--- src/rtl/mem_arbiter.sv ---
// Two-requester arbiter for the RISCV32I memory port (fetch vs load/store), with wait-cycle timeout.
// Define MEM_ARB_RR_EN for round-robin arbitration; otherwise D has fixed priority.
module mem_arbiter #(
    parameter int unsigned TIMEOUT = 15
) (
    input  logic        clk,
    input  logic        rst,
    input  logic        i_req,
    input  logic [31:0] i_addr,
    output logic        i_ack,
    output logic        i_err,
    output logic [31:0] i_rdata,
    input  logic        d_req,
    input  logic        d_we,
    input  logic [31:0] d_addr,
    input  logic [31:0] d_wdata,
    output logic        d_ack,
    output logic        d_err,
    output logic [31:0] d_rdata,
    output logic        m_req,
    output logic        m_we,
    output logic [31:0] m_addr,
    output logic [31:0] m_wdata,
    input  logic        m_ready,
    input  logic [31:0] m_rdata
);

    typedef enum logic [1:0] {IDLE, BUSY_I, BUSY_D} state_t;

    localparam logic [7:0] WAIT_MAX = 8'(TIMEOUT - 1);

    state_t      state_q, state_d;
    logic [7:0]  wait_q, wait_d;
    logic        m_req_q, m_req_d;
    logic        m_we_q, m_we_d;
    logic [31:0] m_addr_q, m_addr_d;
    logic [31:0] m_wdata_q, m_wdata_d;
    logic        i_ack_q, i_ack_d;
    logic        i_err_q, i_err_d;
    logic        d_ack_q, d_ack_d;
    logic        d_err_q, d_err_d;
    logic [31:0] i_rdata_q, i_rdata_d;
    logic [31:0] d_rdata_q, d_rdata_d;

    logic        i_elig, d_elig, pick_d;

    // A request whose ack/err is showing this cycle is still held but must not be re-granted.
    assign i_elig = i_req & ~i_ack_q & ~i_err_q;
    assign d_elig = d_req & ~d_ack_q & ~d_err_q;

`ifdef MEM_ARB_RR_EN
    logic last_d_q, last_d_d;

    always_comb begin
        pick_d   = d_elig & (~i_elig | ~last_d_q);
        last_d_d = last_d_q;
        if (state_q == IDLE && (i_elig || d_elig)) begin
            last_d_d = pick_d;
        end
    end

    always_ff @(posedge clk or posedge rst) begin
        if (rst) begin
            last_d_q <= 1'b0;
        end else begin
            last_d_q <= last_d_d;
        end
    end
`else
    always_comb begin
        pick_d = d_elig;
    end
`endif

    always_comb begin
        state_d   = state_q;
        wait_d    = wait_q;
        m_req_d   = m_req_q;
        m_we_d    = m_we_q;
        m_addr_d  = m_addr_q;
        m_wdata_d = m_wdata_q;
        i_ack_d   = 1'b0;
        i_err_d   = 1'b0;
        d_ack_d   = 1'b0;
        d_err_d   = 1'b0;
        i_rdata_d = i_rdata_q;
        d_rdata_d = d_rdata_q;

        case (state_q)
            IDLE: begin
                wait_d = '0;
                if (pick_d) begin
                    state_d   = BUSY_D;
                    m_req_d   = 1'b1;
                    m_we_d    = d_we;
                    m_addr_d  = d_addr;
                    m_wdata_d = d_wdata;
                end else if (i_elig) begin
                    state_d   = BUSY_I;
                    m_req_d   = 1'b1;
                    m_we_d    = 1'b0;
                    m_addr_d  = i_addr;
                    m_wdata_d = '0;
                end
            end
            BUSY_I, BUSY_D: begin
                if (m_ready) begin
                    state_d = IDLE;
                    m_req_d = 1'b0;
                    if (state_q == BUSY_D) begin
                        d_rdata_d = m_rdata;
                        d_ack_d   = 1'b1;
                    end else begin
                        i_rdata_d = m_rdata;
                        i_ack_d   = 1'b1;
                    end
                end else if (wait_q == WAIT_MAX) begin
                    state_d = IDLE;
                    m_req_d = 1'b0;
                    if (state_q == BUSY_D) begin
                        d_err_d = 1'b1;
                    end else begin
                        i_err_d = 1'b1;
                    end
                end else begin
                    wait_d = wait_q + 8'd1;
                end
            end
            default: begin
                state_d = IDLE;
                m_req_d = 1'b0;
            end
        endcase
    end

    always_ff @(posedge clk or posedge rst) begin
        if (rst) begin
            state_q   <= IDLE;
            wait_q    <= '0;
            m_req_q   <= 1'b0;
            m_we_q    <= 1'b0;
            m_addr_q  <= '0;
            m_wdata_q <= '0;
            i_ack_q   <= 1'b0;
            i_err_q   <= 1'b0;
            d_ack_q   <= 1'b0;
            d_err_q   <= 1'b0;
            i_rdata_q <= '0;
            d_rdata_q <= '0;
        end else begin
            state_q   <= state_d;
            wait_q    <= wait_d;
            m_req_q   <= m_req_d;
            m_we_q    <= m_we_d;
            m_addr_q  <= m_addr_d;
            m_wdata_q <= m_wdata_d;
            i_ack_q   <= i_ack_d;
            i_err_q   <= i_err_d;
            d_ack_q   <= d_ack_d;
            d_err_q   <= d_err_d;
            i_rdata_q <= i_rdata_d;
            d_rdata_q <= d_rdata_d;
        end
    end

    assign m_req   = m_req_q;
    assign m_we    = m_we_q;
    assign m_addr  = m_addr_q;
    assign m_wdata = m_wdata_q;
    assign i_ack   = i_ack_q;
    assign i_err   = i_err_q;
    assign i_rdata = i_rdata_q;
    assign d_ack   = d_ack_q;
    assign d_err   = d_err_q;
    assign d_rdata = d_rdata_q;

endmodule

--- config.mk ---
export PLATFORM = sky130hd
export DESIGN_NAME = mem_arbiter
export DESIGN_NICKNAME = d
export VERILOG_FILES = /design/src/rtl/mem_arbiter.sv
export SDC_FILE = /design/constraint.sdc
export NUM_CORES = 1
export LEC_CHECK = 0
export ABC_AREA = 1
export ABC_CLOCK_PERIOD_IN_PS = 5300
export BUFFER_PORTS_ARGS = -buffer_cell sky130_fd_sc_hd__buf_2
export CAP_MARGIN = 20
export CORE_UTILIZATION = 36
export CTS_CLUSTER_SIZE = 20
export DETAILED_ROUTE_END_ITERATION = 6
export GPL_TIMING_DRIVEN = 0
export MAX_ROUTING_LAYER = met4
export PLACE_DENSITY = 0.68
export SYNTH_ARGS = -nofsm -noshare
export SYNTH_HDL_FRONTEND = slang
export SYNTH_SLANG_ARGS = --single-unit
--- constraint.sdc ---
create_clock -name clk -period 5.3 [get_ports clk]
set_input_delay 1.06 -clock clk [delete_from_list [all_inputs] [get_ports clk]]
set_output_delay 1.06 -clock clk [all_outputs]
set_load 0.1 [all_outputs]
==> metrics.txt, run 1 <==
# TYPE chip_impl_metric gauge
chip_impl_metric{name="worst_ep_required",unit="ns"} 4.24
chip_impl_info{name="hold_path.class",value="register to register"} 1
chip_impl_metric{name="post_synth.cell_area_avg",unit="um^2"} 8.37
chip_impl_metric{name="cts_buffers",unit=""} 17
chip_impl_metric{name="layout_stage_area_growth_over_the_synthesis_result",unit="%"} 35.7
chip_impl_info{name="post-synth-top-count-cell",value="nand2_1"} 1
chip_impl_metric{name="die_area",unit="mm^2"} 0.0178
chip_impl_metric{name="antenna_found_initial",unit=""} 0
chip_impl_metric{name="layout_cells_sized_above_1",unit="%"} 30.8
chip_impl_metric{name="grt_start_max_net_pins",unit=""} 78
chip_impl_metric{name="place.port_buffers",unit=""} 267
chip_impl_metric{name="drt_drc_violations_left",unit=""} 4
chip_impl_metric{name="synth_mux_area_share",unit="%"} 0
chip_impl_metric{name="placedInstanceArea",unit="mm^2"} 0.00786
chip_impl_metric{name="final.min_clock_period",unit="ns"} 2.36
chip_impl_metric{name="first_pass_iters",unit=""} 7
chip_impl_metric{name="maximum_fanout_encountered_on_the_critical_timing_path",unit=""} 2
chip_impl_info{name="crit_type",value="register to primary output"} 1
chip_impl_metric{name="fraction_of_the_mapped_netlist_area_in_simple_logic_gates",unit="%"} 23.2
chip_impl_metric{name="register_bit_total_from_synthesis",unit=""} 144
chip_impl_metric{name="highest_clock_rate",unit="MHz"} 424
chip_impl_metric{name="finalNetCount",unit=""} 1168
chip_impl_info{name="cp_slowest_cell",value="buf_2"} 1
chip_impl_metric{name="layout_worst_path_cycle_share",unit="%"} 44.5
chip_impl_metric{name="fp.dieW",unit="um"} 133
chip_impl_metric{name="compound_gate_portion_of_the_synthesized_area",unit="%"} 11.1
chip_impl_metric{name="worst-path-buf-inv",unit=""} 1
chip_impl_metric{name="fin_util",unit="%"} 50.5
chip_impl_metric{name="synth_top_area_share",unit="%"} 58.0
chip_impl_metric{name="synthesis.area",unit="mm^2"} 0.00622
chip_impl_metric{name="yosys_warnings",unit=""} 0
chip_impl_info{name="yosys.area.top_type",value="dfrtp_1"} 1
chip_impl_metric{name="syn-num-nets",unit=""} 881
chip_impl_metric{name="setup_total_negative_slack",unit="ns"} 0
chip_impl_metric{name="via_count_of_the_first_global_routing_pass",unit=""} 5802
chip_impl_metric{name="post_synth_fa_ha_maj_area_fraction",unit="%"} 0.805
chip_impl_metric{name="die_boundary_height",unit="um"} 133
chip_impl_info{name="netlist_top_cells_count",value="295 x nand2_1, 144 x dfrtp_1, 93 x o21ai_0"} 1
chip_impl_metric{name="timing.max_cap.violations",unit=""} 0
chip_impl_metric{name="ant_nets",unit=""} 0
chip_impl_info{name="violations",value="DRC"} 1
chip_impl_metric{name="post-cts-setup-buffer-count",unit=""} 0
chip_impl_metric{name="grt_pass1_wl",unit="mm"} 29.2
chip_impl_metric{name="max_slew.worst_pin.slew",unit="ns"} 0.652
chip_impl_metric{name="top_level_ports",unit=""} 268
chip_impl_metric{name="grt_remaining_overflow",unit=""} 0
chip_impl_metric{name="antenna_cells_inserted",unit=""} 0
chip_impl_info{name="clock_tree.root_cell",value="clkbuf_16"} 1
chip_impl_metric{name="synth.lib_cells_used.distinct",unit=""} 25
chip_impl_metric{name="fp-row-count",unit=""} 47
chip_impl_metric{name="cts-hold-fix-buffers",unit=""} 0
chip_impl_metric{name="yosysSeqAreaShare",unit="%"} 58.0
chip_impl_metric{name="hpwlAfterDp",unit="mm"} 13.4
chip_impl_info{name="cp-end-kind",value="primary output"} 1
chip_impl_metric{name="timing_hold_violations_final",unit=""} 0
chip_impl_metric{name="critical_path.max_stage_delay",unit="ns"} 0.46
chip_impl_info{name="synth_top_family_by_area",value="simple AND/OR/NAND/NOR gates"} 1
chip_impl_metric{name="drt_first_iter_violations",unit=""} 230
chip_impl_metric{name="timing.hold.ws",unit="ns"} 0.469
chip_impl_metric{name="timing.critical_path.arrival",unit="ns"} 1.30
chip_impl_info{name="cp_cell_sequence",value="buf_2"} 1
chip_impl_metric{name="drt-vias-per-instance",unit=""} 4.74
chip_impl_metric{name="cts.reportedPaths.clkPinSlew",unit="ns"} 0.06
chip_impl_metric{name="starting_density_of_the_core",unit="%"} 37.2
chip_impl_metric{name="grt_util_all_layers",unit="%"} 21.6
chip_impl_metric{name="htree_levels",unit=""} 4
chip_impl_info{name="synth_flop_cell",value="dfrtp_1"} 1
chip_impl_metric{name="max_slew_violation_total_from_the_final_report",unit=""} 0
chip_impl_info{name="cp-start-kind",value="register"} 1
chip_impl_metric{name="relSlewSlack",unit="%"} 56.5
chip_impl_metric{name="cts_resized",unit=""} 0
chip_impl_metric{name="totalWireLength",unit="mm"} 18.3
chip_impl_metric{name="xor_xnor_share_of_the_synthesized_area",unit="%"} 0.141
chip_impl_metric{name="final_area",unit="mm^2"} 0.00844
chip_impl_metric{name="vias",unit=""} 5984
chip_impl_metric{name="synth_async_sr_flop_share",unit="%"} 100
chip_impl_info{name="ys_top_cells_by_area",value="dfrtp_1 58%, nand2_1 18%, o21ai_0 7.5%"} 1
chip_impl_info{name="rsz0062_at_grt",value="no"} 1
chip_impl_info{name="tritoncts",value="done"} 1
chip_impl_metric{name="number_of_failing_setup_endpoints_in_the_final_timing_report",unit=""} 0
chip_impl_metric{name="post_drt_wl_per_cell",unit="um"} 14.5
chip_impl_info{name="outcome",value="finished, violations left"} 1
chip_impl_metric{name="clk_path_buf_depth",unit=""} 2
chip_impl_metric{name="design.core.area",unit="mm^2"} 0.0167
chip_impl_metric{name="routability_congestion_estimate_from_global_placement",unit=""} 0.837
chip_impl_metric{name="synth_enable_flop_cells",unit=""} 0
chip_impl_metric{name="insertion_delay",unit="ns"} 0.41
chip_impl_metric{name="clkSinkCount",unit=""} 144
chip_impl_metric{name="final.setup_skew",unit="ns"} 0.00822
chip_impl_info{name="critical-path-top-delay-family",value="buffers and inverters"} 1
chip_impl_metric{name="synthesis.instances",unit=""} 743
## placed cells by master, fill, tap and decap left out, types with 3 or more instances in the layout
cell	count
nand2_1	295
buf_2	273
dfrtp_1	144
o21ai_0	93
nand3_1	49
inv_1	48
o21ai_1	40
clkbuf_1	31
clkbuf_16	17
nor2_1	8
buf_6	5
inv_6	4
ha_1	4
clkinv_2	4
inv_2	3
buf_4	3
## layout make-up
cell class	instances	area, um^2
Buffer	45	225
Clock buffer	20	447
Tap cell	220	275
Sequential cell	144	3600
Fill cell	1637	8260
Timing Repair Buffer	268	1360
Clock inverter	12	131
Multi-Input combinational cell	501	2190
Inverter	53	204
## path summary, 6_finish.rpt
| check | start | end | slack, ns | depth (start not counted) |
|---|---|---|---|---|
| worst max-delay path | d_ack | d_ack | 2.94 | 1 |
| worst min-delay path | m_addr[2] | m_addr[2] | 0.47 | 2 |
| worst max register to register | state_q[1] | i_rdata[26] | 3.53 | 7 |
| worst min register to register | m_addr[2] | m_addr[2] | 0.47 | 2 |
| max in group asynchronous | rst | m_wdata[3] | 3.75 | 3 |
| min in group asynchronous | rst | m_addr[22] | 0.75 | 2 |
## stage by stage
stage                     cells  setup slack, ns
after detailed placement   1231             2.90
after global routing       1263             2.91
after CTS                  1263             2.92
after floorplan             743            0.374
final                      1263             2.94
after global placement     1230            -1.50
## state kept, by name (all words and copies together), names as in the netlist, 2 cells and up
signal,count
m_addr,32
i_rdata,32
wait_q,8
m_wdata,32
d_rdata,32
state_q,2
## routing by layer
layer,vias to the layer above,routed length [um],track usage (%)
met5,-,0,-
met4,0,255,7.32
met3,19,1370,4.72
met2,251,8720,34.8
met1,2783,7980,26.8
li1,2931,-,-
## cells by family after synthesis
family,Yosys count
xor+xnor,1
simple gates,360
fa+ha+maj,4
buf+inv,98
compound gates,136
flops,144
## worst register-to-register path: stages (launching register included)
cell and delay [ns]:
dfrtp_1 0.38, inv_1 0.05, ha_1 0.28, nand3_1 0.12
buf_2 0.26, clkbuf_1 0.42, nand2_1 0.09, o21ai_0 0.09
Power of run 1 is not shown: default switching activity piles up to over one toggle a cycle in this logic, so the estimate is an artifact.
==> run 2: changes to the inputs <==
--- a/config.mk
+++ b/config.mk
@@ -5,8 +5,8 @@
 export SDC_FILE = /design/constraint.sdc
 export NUM_CORES = 1
 export LEC_CHECK = 0
-export ABC_AREA = 1
-export ABC_CLOCK_PERIOD_IN_PS = 5300
+export ABC_AREA = 0
+export ABC_CLOCK_PERIOD_IN_PS = 2170
 export BUFFER_PORTS_ARGS = -buffer_cell sky130_fd_sc_hd__buf_2
 export CAP_MARGIN = 20
 export CORE_UTILIZATION = 36
@@ -14,7 +14,7 @@
 export DETAILED_ROUTE_END_ITERATION = 6
 export GPL_TIMING_DRIVEN = 0
 export MAX_ROUTING_LAYER = met4
-export PLACE_DENSITY = 0.68
+export PLACE_DENSITY = 0.72
 export SYNTH_ARGS = -nofsm -noshare
 export SYNTH_HDL_FRONTEND = slang
 export SYNTH_SLANG_ARGS = --single-unit
==> constraint.sdc (replaced) <==
create_clock -name clk -period 2.17 [get_ports clk]
set_input_delay 0.434 -clock clk [delete_from_list [all_inputs] [get_ports clk]]
set_output_delay 0.434 -clock clk [all_outputs]
set_load 0.1 [all_outputs]
==> metrics.txt, run 2 <==
# TYPE chip_impl_metric gauge
chip_impl_metric{name="timing.hold.ws",unit="ns"} 0.0950
chip_impl_metric{name="maximum_fanout_encountered_on_the_critical_timing_path",unit=""} 10
chip_impl_metric{name="synthesis.instances",unit=""} 438
chip_impl_metric{name="yosysSeqAreaShare",unit="%"} 62.3
chip_impl_metric{name="final_area",unit="mm^2"} 0.00806
chip_impl_metric{name="clkSinkCount",unit=""} 144
chip_impl_metric{name="relSlewSlack",unit="%"} 59.6
chip_impl_info{name="layout.cells.most_common",value="buf_2"} 1
chip_impl_metric{name="ff2ff_setup_slack",unit="ns"} 0.10
chip_impl_metric{name="register_bit_total_from_synthesis",unit=""} 144
chip_impl_metric{name="first_pass_iters",unit=""} 4
chip_impl_info{name="tritoncts",value="done"} 1
chip_impl_info{name="cp-start-kind",value="register"} 1
chip_impl_metric{name="grt_pass1_wl",unit="mm"} 23.0
chip_impl_info{name="yosys.area.top_type",value="dfrtp_1"} 1
chip_impl_metric{name="layout_stage_area_growth_over_the_synthesis_result",unit="%"} 39.3
chip_impl_metric{name="post-cts-setup-buffer-count",unit=""} 0
chip_impl_metric{name="place_inst",unit=""} 919
chip_impl_metric{name="layout_worst_path_cycle_share",unit="%"} 95.2
chip_impl_metric{name="antenna_cells_inserted",unit=""} 0
chip_impl_metric{name="timing.max_cap.violations",unit=""} 0
chip_impl_metric{name="routability_congestion_estimate_from_global_placement",unit=""} 0.733
chip_impl_metric{name="timing_hold_violations_final",unit=""} 0
chip_impl_metric{name="placedInstanceArea",unit="mm^2"} 0.00745
chip_impl_metric{name="post_synth.cell_area_avg",unit="um^2"} 13.2
chip_impl_info{name="crit_type",value="register to register"} 1
chip_impl_metric{name="max_slew_violation_total_from_the_final_report",unit=""} 0
chip_impl_metric{name="synthesis.area",unit="mm^2"} 0.00578
chip_impl_metric{name="syn-num-nets",unit=""} 576
chip_impl_metric{name="cts.reportedPaths.clkPinSlew",unit="ns"} 0.06
chip_impl_metric{name="fp.dieW",unit="um"} 129
chip_impl_info{name="rsz0062_at_grt",value="no"} 1
chip_impl_metric{name="design.core.area",unit="mm^2"} 0.0154
chip_impl_metric{name="clk_path_buf_depth",unit=""} 2
chip_impl_metric{name="vias",unit=""} 4486
chip_impl_metric{name="top_level_ports",unit=""} 268
chip_impl_metric{name="fin_cells",unit=""} 950
chip_impl_metric{name="highest_clock_rate",unit="MHz"} 484
chip_impl_metric{name="yosys_warnings",unit=""} 0
chip_impl_metric{name="ant_nets",unit=""} 0
chip_impl_metric{name="via_count_of_the_first_global_routing_pass",unit=""} 4571
chip_impl_metric{name="setup_total_negative_slack",unit="ns"} 0
chip_impl_metric{name="synth_enable_flop_cells",unit=""} 0
chip_impl_metric{name="grt_remaining_overflow",unit=""} 0
chip_impl_info{name="layout_common_cells",value="279 x buf_2, 144 x dfrtp_1, 64 x mux2_2"} 1
chip_impl_metric{name="die_area",unit="mm^2"} 0.0166
chip_impl_info{name="clock_tree.root_cell",value="clkbuf_16"} 1
chip_impl_metric{name="layout_cells_sized_above_1",unit="%"} 52.5
chip_impl_metric{name="fp-row-count",unit=""} 45
chip_impl_metric{name="timing.critical_path.arrival",unit="ns"} 2.41
chip_impl_metric{name="grt_start_max_net_pins",unit=""} 43
chip_impl_metric{name="antenna_found_initial",unit=""} 0
chip_impl_metric{name="fillCellCount",unit=""} 1404
chip_impl_metric{name="synth_async_sr_flop_share",unit="%"} 100
chip_impl_metric{name="post_drt_wl_per_cell",unit="um"} 15.5
chip_impl_metric{name="hpwlAfterDp",unit="mm"} 11.1
chip_impl_metric{name="drt_drc_violations_left",unit=""} 0
chip_impl_info{name="synth_flop_cell",value="dfrtp_1"} 1
chip_impl_metric{name="synth_top_area_share",unit="%"} 62.3
chip_impl_metric{name="finalNetCount",unit=""} 864
chip_impl_metric{name="htree_levels",unit=""} 4
chip_impl_metric{name="insertion_delay",unit="ns"} 0.41
chip_impl_metric{name="multi_input_area",unit="mm^2"} 0.00205
chip_impl_metric{name="die_boundary_height",unit="um"} 129
chip_impl_info{name="cp-end-kind",value="register"} 1
chip_impl_metric{name="totalWireLength",unit="mm"} 14.8
chip_impl_info{name="post-synth-top-count-cell",value="dfrtp_1"} 1
chip_impl_metric{name="final.min_clock_period",unit="ns"} 2.07
chip_impl_metric{name="drt-vias-per-instance",unit=""} 4.72
chip_impl_metric{name="number_of_failing_setup_endpoints_in_the_final_timing_report",unit=""} 0
chip_impl_metric{name="grt_util_all_layers",unit="%"} 18.8
chip_impl_metric{name="cts-hold-fix-buffers",unit=""} 0
chip_impl_metric{name="worst_ep_required",unit="ns"} 2.51
chip_impl_metric{name="drt_first_iter_violations",unit=""} 169
chip_impl_metric{name="synth.lib_cells_used.distinct",unit=""} 32
chip_impl_metric{name="max_slew.worst_pin.slew",unit="ns"} 0.604
chip_impl_metric{name="final-seq-area",unit="mm^2"} 0.00360
chip_impl_metric{name="cts_buffers",unit=""} 17
chip_impl_metric{name="starting_density_of_the_core",unit="%"} 37.5
chip_impl_info{name="ys_top_cells_by_area",value="dfrtp_1 62%, mux2_2 12%, mux2i_1 5.7%"} 1
chip_impl_metric{name="final.setup_skew",unit="ns"} 0.00968
chip_impl_metric{name="place.port_buffers",unit=""} 267
chip_impl_info{name="outcome",value="finished, final reports clean"} 1
chip_impl_info{name="hold_path.class",value="input port to async pin"} 1
chip_impl_info{name="netlist_top_cells_count",value="144 x dfrtp_1, 64 x mux2_2, 47 x nand2_1"} 1
==> run 2: cell types whose count changed in the layout (fill, tap and decap cells not counted), sizes merged, moves of 4 or more <==
cell	before	now
mux2i	0	33
mux2	0	64
o21ai	134	36
a22o	0	33
nand2	296	47
nand3	49	8
o211ai	0	4
clkbuf	49	26
nor2	10	6
inv	55	20
clkinv	7	2
==> run 2: area by class of cell <==
type                    count  area share, %
clock inverters            15           1.97
repair buffers            270           17.3
plain buffers              25           1.48
inverters                   9          0.466
well taps                 211           3.28
multi-input cells         259           25.5
clock buffers              17           5.28
flip-flops and latches    144           44.7
==> run 2: logic make-up (layout without fill, tap and decap cells) <==
group / count (synthesis) / count (layout) / synth area share [%]
flops: 144 / 144 / 62.3
mux: 97 / 97 / 18.2
compound gates: 79 / 79 / 9.37
simple gates: 79 / 79 / 6.68
buf+inv: 35 / 336 / 2.62
fa+ha+maj: 4 / 4 / 0.865
==> run 2: path summary, 6_finish.rpt <==
check / start / endpoint / cells past startpoint
max: wait_q[0] / wait_q[5] / 7
min: rst / i_rdata[24] / 2
max reg2reg: wait_q[0] / wait_q[5] / 7
min reg2reg: m_addr[7] / m_addr[7] / 2
max in group asynchronous: rst / m_addr[4] / 3
min in group clk: d_wdata[25] / m_wdata[25] / 2
==> run 2: critical path, cell delays in order, from the launching register on <==
cell and delay, ns:
dfrtp_1 0.43, inv_1 0.06, ha_1 0.24, and4bb_1 0.22, a211o_1 0.31, buf_6 0.14
or4b_1 0.50, nand3_1 0.10
==> run 2: per-stage QoR <==
stage	util (%)	setup WS [ns]
2_1_floorplan	-	-0.0690
3_3_place_gp	47.9	-0.997
6_report	52.2	0.104
4_1_cts	52.1	0.0105
5_1_grt	52.2	0.0159
3_5_place_dp	48.3	-0.535
==> run 2: routing by layer <==
metal	track usage (%)	vias to the layer above	part of all wire, %
met2	30.7	188	48
met3	4.99	10	6.8
met4	6.23	0	1.0
li1	-	2148	-
met5	-	-	0
met1	22.7	2140	44
==> run 2: timing repair <==
item	in CTS	in global routing
endpoints found under the setup margin	86	27
gates resized for setup	4	3
hold endpoints to repair	0	0
cloned	0	0
Power of run 2 is left out for the same reason.
